File: src/rtl/rotor0_inv.sv
// rtl/rotor0_inv.sv - inverse rotor0 letter stage with stepping position register
//
// Purpose:
//   Maps a letter code arriving from the reflector side back toward the entry
//   side through the inverse of the fixed rotor0 wiring, offset by the current
//   rotor position:
//     data_out = (inv[data_in] + 26 - position) mod 26
//   The result is registered with a one-deep valid/ready output stage, so a
//   transfer completes with one cycle of latency. The position register loads
//   or steps independently of the data handshake.
//
// Ports:
//   clk             rising-edge clock for all state
//   rst             synchronous, active-high reset
//   data_in[4:0]    letter code from the reflector side (0-25)
//   in_valid        data_in is presented this cycle
//   in_ready        block accepts data_in this cycle (combinational)
//   set_up[4:0]     start position, taken when load=1
//   load            load set_up (mod 26) into the position register
//   rotate_carryin  step request, advances position by one
//   data_out[4:0]   letter code toward the entry side
//   out_valid       data_out holds a result
//   out_ready       consumer takes data_out this cycle
//   rotate_carry    one-cycle pulse after position wraps 25 -> 0
//   position[4:0]   current rotor position (0-25)
//   err             one-cycle range-error pulse, aligned with out_valid
//
// Configuration:
//   ROTOR0_INV_RANGE_CHECK_EN  defined: a transferred data_in of 26-31 yields
//                              data_out=31 and an err pulse.
//                              undefined: data_in 26-31 folds to data_in-26
//                              and err is tied low.

module rotor0_inv (
  input  logic       clk,
  input  logic       rst,
  input  logic [4:0] data_in,
  input  logic       in_valid,
  output logic       in_ready,
  input  logic [4:0] set_up,
  input  logic       load,
  input  logic       rotate_carryin,
  output logic [4:0] data_out,
  output logic       out_valid,
  input  logic       out_ready,
  output logic       rotate_carry,
  output logic [4:0] position,
  output logic       err
);

  // Inverse of the rotor0 wiring: inv[map[i]] == i.
  function automatic logic [4:0] inv_map(input logic [4:0] idx);
    logic [4:0] v;
    case (idx)
      5'd0:    v = 5'd20;
      5'd1:    v = 5'd22;
      5'd2:    v = 5'd24;
      5'd3:    v = 5'd6;
      5'd4:    v = 5'd0;
      5'd5:    v = 5'd3;
      5'd6:    v = 5'd5;
      5'd7:    v = 5'd15;
      5'd8:    v = 5'd21;
      5'd9:    v = 5'd25;
      5'd10:   v = 5'd1;
      5'd11:   v = 5'd4;
      5'd12:   v = 5'd2;
      5'd13:   v = 5'd10;
      5'd14:   v = 5'd12;
      5'd15:   v = 5'd19;
      5'd16:   v = 5'd7;
      5'd17:   v = 5'd23;
      5'd18:   v = 5'd18;
      5'd19:   v = 5'd11;
      5'd20:   v = 5'd17;
      5'd21:   v = 5'd8;
      5'd22:   v = 5'd13;
      5'd23:   v = 5'd16;
      5'd24:   v = 5'd14;
      5'd25:   v = 5'd9;
      default: v = 5'd0;
    endcase
    return v;
  endfunction

  logic       xfer;
  logic [4:0] idx;
  logic [4:0] inv_val;
  logic [4:0] shifted;
  logic [4:0] result;
  logic       bad_in;
  logic [4:0] load_pos;

  // Output stage frees up when empty or when the consumer drains it this cycle.
  assign in_ready = !out_valid || out_ready;
  assign xfer     = in_valid && in_ready;

  always_comb begin
    idx      = 5'd0;
    inv_val  = 5'd0;
    shifted  = 5'd0;
    result   = 5'd0;
    bad_in   = 1'b0;
    load_pos = 5'd0;

    idx     = (data_in >= 5'd26) ? (data_in - 5'd26) : data_in;
    inv_val = inv_map(idx);

    // Subtract position modulo 26. When inv_val < position the true value
    // inv_val + 26 - position exceeds nothing below 26, but the intermediate
    // sum may pass 31; 5-bit wrap arithmetic keeps the final value exact.
    if (inv_val >= position) begin
      shifted = inv_val - position;
    end else begin
      shifted = inv_val + 5'd26 - position;
    end

`ifdef ROTOR0_INV_RANGE_CHECK_EN
    bad_in = (data_in >= 5'd26);
    result = bad_in ? 5'd31 : shifted;
`else
    bad_in = 1'b0;
    result = shifted;
`endif

    load_pos = (set_up >= 5'd26) ? (set_up - 5'd26) : set_up;
  end

  // Output stage: a transfer always overwrites; otherwise a drain clears
  // valid and a stall holds both data_out and out_valid.
  always_ff @(posedge clk) begin
    if (rst) begin
      data_out  <= 5'd0;
      out_valid <= 1'b0;
    end else if (xfer) begin
      data_out  <= result;
      out_valid <= 1'b1;
    end else if (out_ready) begin
      out_valid <= 1'b0;
    end
  end

  // Position register. The translation above reads the pre-edge position,
  // so a load or step on the same edge only affects later transfers.
  always_ff @(posedge clk) begin
    if (rst) begin
      position     <= 5'd0;
      rotate_carry <= 1'b0;
    end else if (load) begin
      position     <= load_pos;
      rotate_carry <= 1'b0;
    end else if (rotate_carryin) begin
      if (position >= 5'd25) begin
        position     <= 5'd0;
        rotate_carry <= 1'b1;
      end else begin
        position     <= position + 5'd1;
        rotate_carry <= 1'b0;
      end
    end else begin
      rotate_carry <= 1'b0;
    end
  end

`ifdef ROTOR0_INV_RANGE_CHECK_EN
  logic err_q;

  // Pulses for the single cycle in which the bad result first appears.
  always_ff @(posedge clk) begin
    if (rst) begin
      err_q <= 1'b0;
    end else begin
      err_q <= xfer && bad_in;
    end
  end

  assign err = err_q;
`else
  logic unused_bad;
  assign unused_bad = bad_in;
  assign err        = 1'b0;
`endif

endmodule
File: config.mk
export PLATFORM = sky130hd
export DESIGN_NAME = rotor0_inv
export DESIGN_NICKNAME = d
export VERILOG_FILES = /design/src/rtl/rotor0_inv.sv
export SDC_FILE = /design/constraint.sdc
export NUM_CORES = 1
export LEC_CHECK = 0
export ABC_AREA = 1
export CAP_MARGIN = 20
export CORE_AREA = 2 2 59 61
export CTS_CLUSTER_DIAMETER = 200
export DETAILED_ROUTE_END_ITERATION = 6
export DIE_AREA = 0 0 61 63
export HOLD_SLACK_MARGIN = 0.06
export PLACE_DENSITY = 0.8
export SLEW_MARGIN = 10
export SYNTH_ARGS = -nofsm -noshare
export SYNTH_HDL_FRONTEND = slang
export SYNTH_SLANG_ARGS = --single-unit
File: constraint.sdc
create_clock -name clk -period 4.8 [get_ports clk]
set_input_delay 1.2 -clock clk [delete_from_list [all_inputs] [get_ports clk]]
set_output_delay 1.2 -clock clk [all_outputs]
set_load 0.05 [all_outputs]
==> metrics.md <==
| Metric | Value |
|---|---|
| DIE WIDTH | 61 um |
| Final worst slack | 0.345 ns |
| RSZ-0062 raised after global routing | no |
| Maximum fanout along the worst path | 7 |
| Routed wire length | 3.59 mm |
| Crit end category | register |
| Die Y | 63 um |
| P_leak | 1.02 nW |
| Bufs on Longest Clock Path | 2 |
| Hold WC Path Type | reg -> reg |
| Syn Nets | 293 |
| Setup Crit Path Kind | in -> reg |
| Result of the run | finished clean |
| CP Launch Type | input port |
| Final Wtd Congestion | 0.904 |
| DR WL/cell | 10.9 um |
| Clock Skew | 0.00478 ns |
| Power per cell area | 251 nW/um2 |
| Initial DRC count | 67 |
| Register area share after synthesis | 0.147 |
| Num ports | 30 |
| Hold Vio Cnt, Final | 0 |
| Largest cells by area after synthesis | ha_1, dfxtp_1, nand2_1 |
| Ys Warns | 0 |
| Layout fillers | 298 |
| Syn avg cell area | 6.47 um2 |
| CTS Buf Count | 3 |
| Row count | 21 |
| Maximum capacitance violations | 0 |
| Synth top area share | 0.161 |
| Synthesis-stage register bit count | 12 |
| Post-layout util | 0.618 |
| Reg clk slew, reported paths | 0.07 ns |
| DP Cell Count | 324 |
| Antenna Cells | 0 |
| Dominant cell type by area after synthesis | ha_1 |
| Hold Buf Count CTS | 0 |
| Smallest hold slack | 0.464 ns |
| Fmax | 224 MHz |
| CP arrival | 4.63 ns |
| Final min period | 4.45 ns |
| Max-slew violation count | 0 |
| CTS Root Buffer Type | clkbuf_4 |
| Synth-to-Final Area Change | 22.0% |
| Htree depth | 1 |
| Post-Route Setup TNS | 0 ns |
| Share of layout cells above drive strength 1 | 0.0922 |
| Via density | 5.11 |
| WP data required | 4.97 ns |
| # DRC | 0 |
| Vias | 1676 |
| Post-route non-filler standard cell count | 328 |
| Max VDD drop | 0.0000974 V |
| Final HPWL DP | 2.88 mm |
| Total Power | 0.501 mW |
| Synth Cell Area | 1640 um2 |
| Most common cell after layout, fill and taps aside | nand2_1 |
| Latest clock arrival within the worst-skew pair | 0.28 ns |
| Post-Syn Instances | 253 |
| Gr ovfl total | 0 |
| Vias in the first global route | 1557 |
| GRT Total Usage | 0.202 |
| Dpl ws | 0.0423 ns |
| Starting Density | 0.506 |
| Cell variety after synth | 32 |
| Post-placement cell area | 1950 um2 |
| Fin area | 2000 um2 |
| CTS tree | done |
| Clock sink count | 12 |
| Most frequent cells in the layout | nand2_1, inv_1, nand3_1 |
| Largest net degree at the start of global routing | 13 |
| Nets@finish | 323 |
| Port Buf Inserts | 28 |
| Core Area | 3230 um2 |
| Final setup fails | 0 |
| Die area | 3840 um2 |
| First-pass iteration count of the detailed router | 4 |
| Routed Antenna Nets | 0 |
| Global-route wire length before repair | 6.36 mm |
| Antenna violations before repair | 0 |
| Crit share post-route | 0.928 |
[report_power, final]
group / leakage [nW] / internal (mW) / total [mW] / switching [mW]
Combinational: 0.896 / 0.114 / 0.297 / 0.183
Clock: 0.0210 / 0.0461 / 0.0818 / 0.0357
Sequential: 0.0993 / 0.111 / 0.122 / 0.0107
[cells by family after synthesis]
| group | Yosys count | share of synthesized area |
|---|---|---|
| other | 1 | 0.00229 |
| adder cells (fa/ha/maj) | 24 | 0.197 |
| XOR/XNOR | 9 | 0.0482 |
| AO/OA/AOI/OAI | 39 | 0.140 |
| flip-flops | 12 | 0.147 |
| AND/OR/NAND/NOR | 120 | 0.346 |
| buffers and inverters | 48 | 0.120 |
[synthesized netlist by cell type]
master / number
nand2_1: 56
inv_1: 39
nand3_1: 34
ha_1: 21
nor2_1: 15
o21ai_0: 15
a21oi_1: 12
dfxtp_1: 12
xor2_1: 6
inv_2: 5
nand2_2: 5
fa_1: 3
nand4_1: 3
xnor2_1: 3
a21oi_2: 2
a31oi_1: 2
buf_4: 2
nand2_4: 2
nand3_2: 2
o211ai_1: 2
a21o_1: 1
a22oi_1: 1
a31o_2: 1
buf_2: 1
buf_6: 1
conb_1: 1
nand3_4: 1
nand3b_1: 1
nor2_4: 1
o211ai_2: 1
o21a_1: 1
o21ai_1: 1
[flip-flops by register name, indices dropped and copies added (netlist names)]
signal / cells
position: 5
out_valid: 1
rotate_carry: 1
data_out: 5
[layout make-up]
class | instances | area (um2) | area share
clock buffers | 4 | 36.3 | 0.0182
inverters | 44 | 165 | 0.0827
multi-input cells | 193 | 1210 | 0.606
repair buffers | 29 | 288 | 0.144
flip-flops and latches | 12 | 240 | 0.120
well taps | 46 | 57.6 | 0.0288
[layer usage]
metal,share of wire,global-route usage
met5,0,0
met4,0.022,0.0543
met3,0.054,0.0228
met2,0.46,0.336
met1,0.47,0.270
[path summary, 6_finish.rpt]
check / from / depth (start not counted) / endpoint / slack (ns)
setup / recovery: data_in[2] / 21 / data_out[1]$_SDFFE_PP0P_ / 0.35
hold / removal: data_out[4]$_SDFFE_PP0P_ / 2 / data_out[4]$_SDFFE_PP0P_ / 0.46
setup reg to reg: position[1]$_SDFFE_PP0P_ / 10 / data_out[3]$_SDFFE_PP0P_ / 2.63
hold reg to reg: data_out[4]$_SDFFE_PP0P_ / 2 / data_out[4]$_SDFFE_PP0P_ / 0.46
[worst max-delay path: stages]
cell and delay, ns:
clkdlybuf4s50_1 0.54, inv_1 0.11, ha_1 0.19, inv_1 0.13
nand3_4 0.13, nand3_1 0.11, nand2_1 0.13, ha_1 0.21
inv_1 0.11, nand3_1 0.15, nand2_1 0.10, nand2_1 0.05
nand3_1 0.08, nand2_1 0.07, ha_1 0.37, a21o_1 0.21
a21oi_1 0.21, nand2_2 0.14, xor2_1 0.16, o21ai_0 0.16
inv_1 0.05
[timing repair]
item	in CTS	in global routing
buffers inserted	0	0
gates resized for setup	0	2
setup endpoints to repair	0	2
Power figures use the tool's default switching activity.
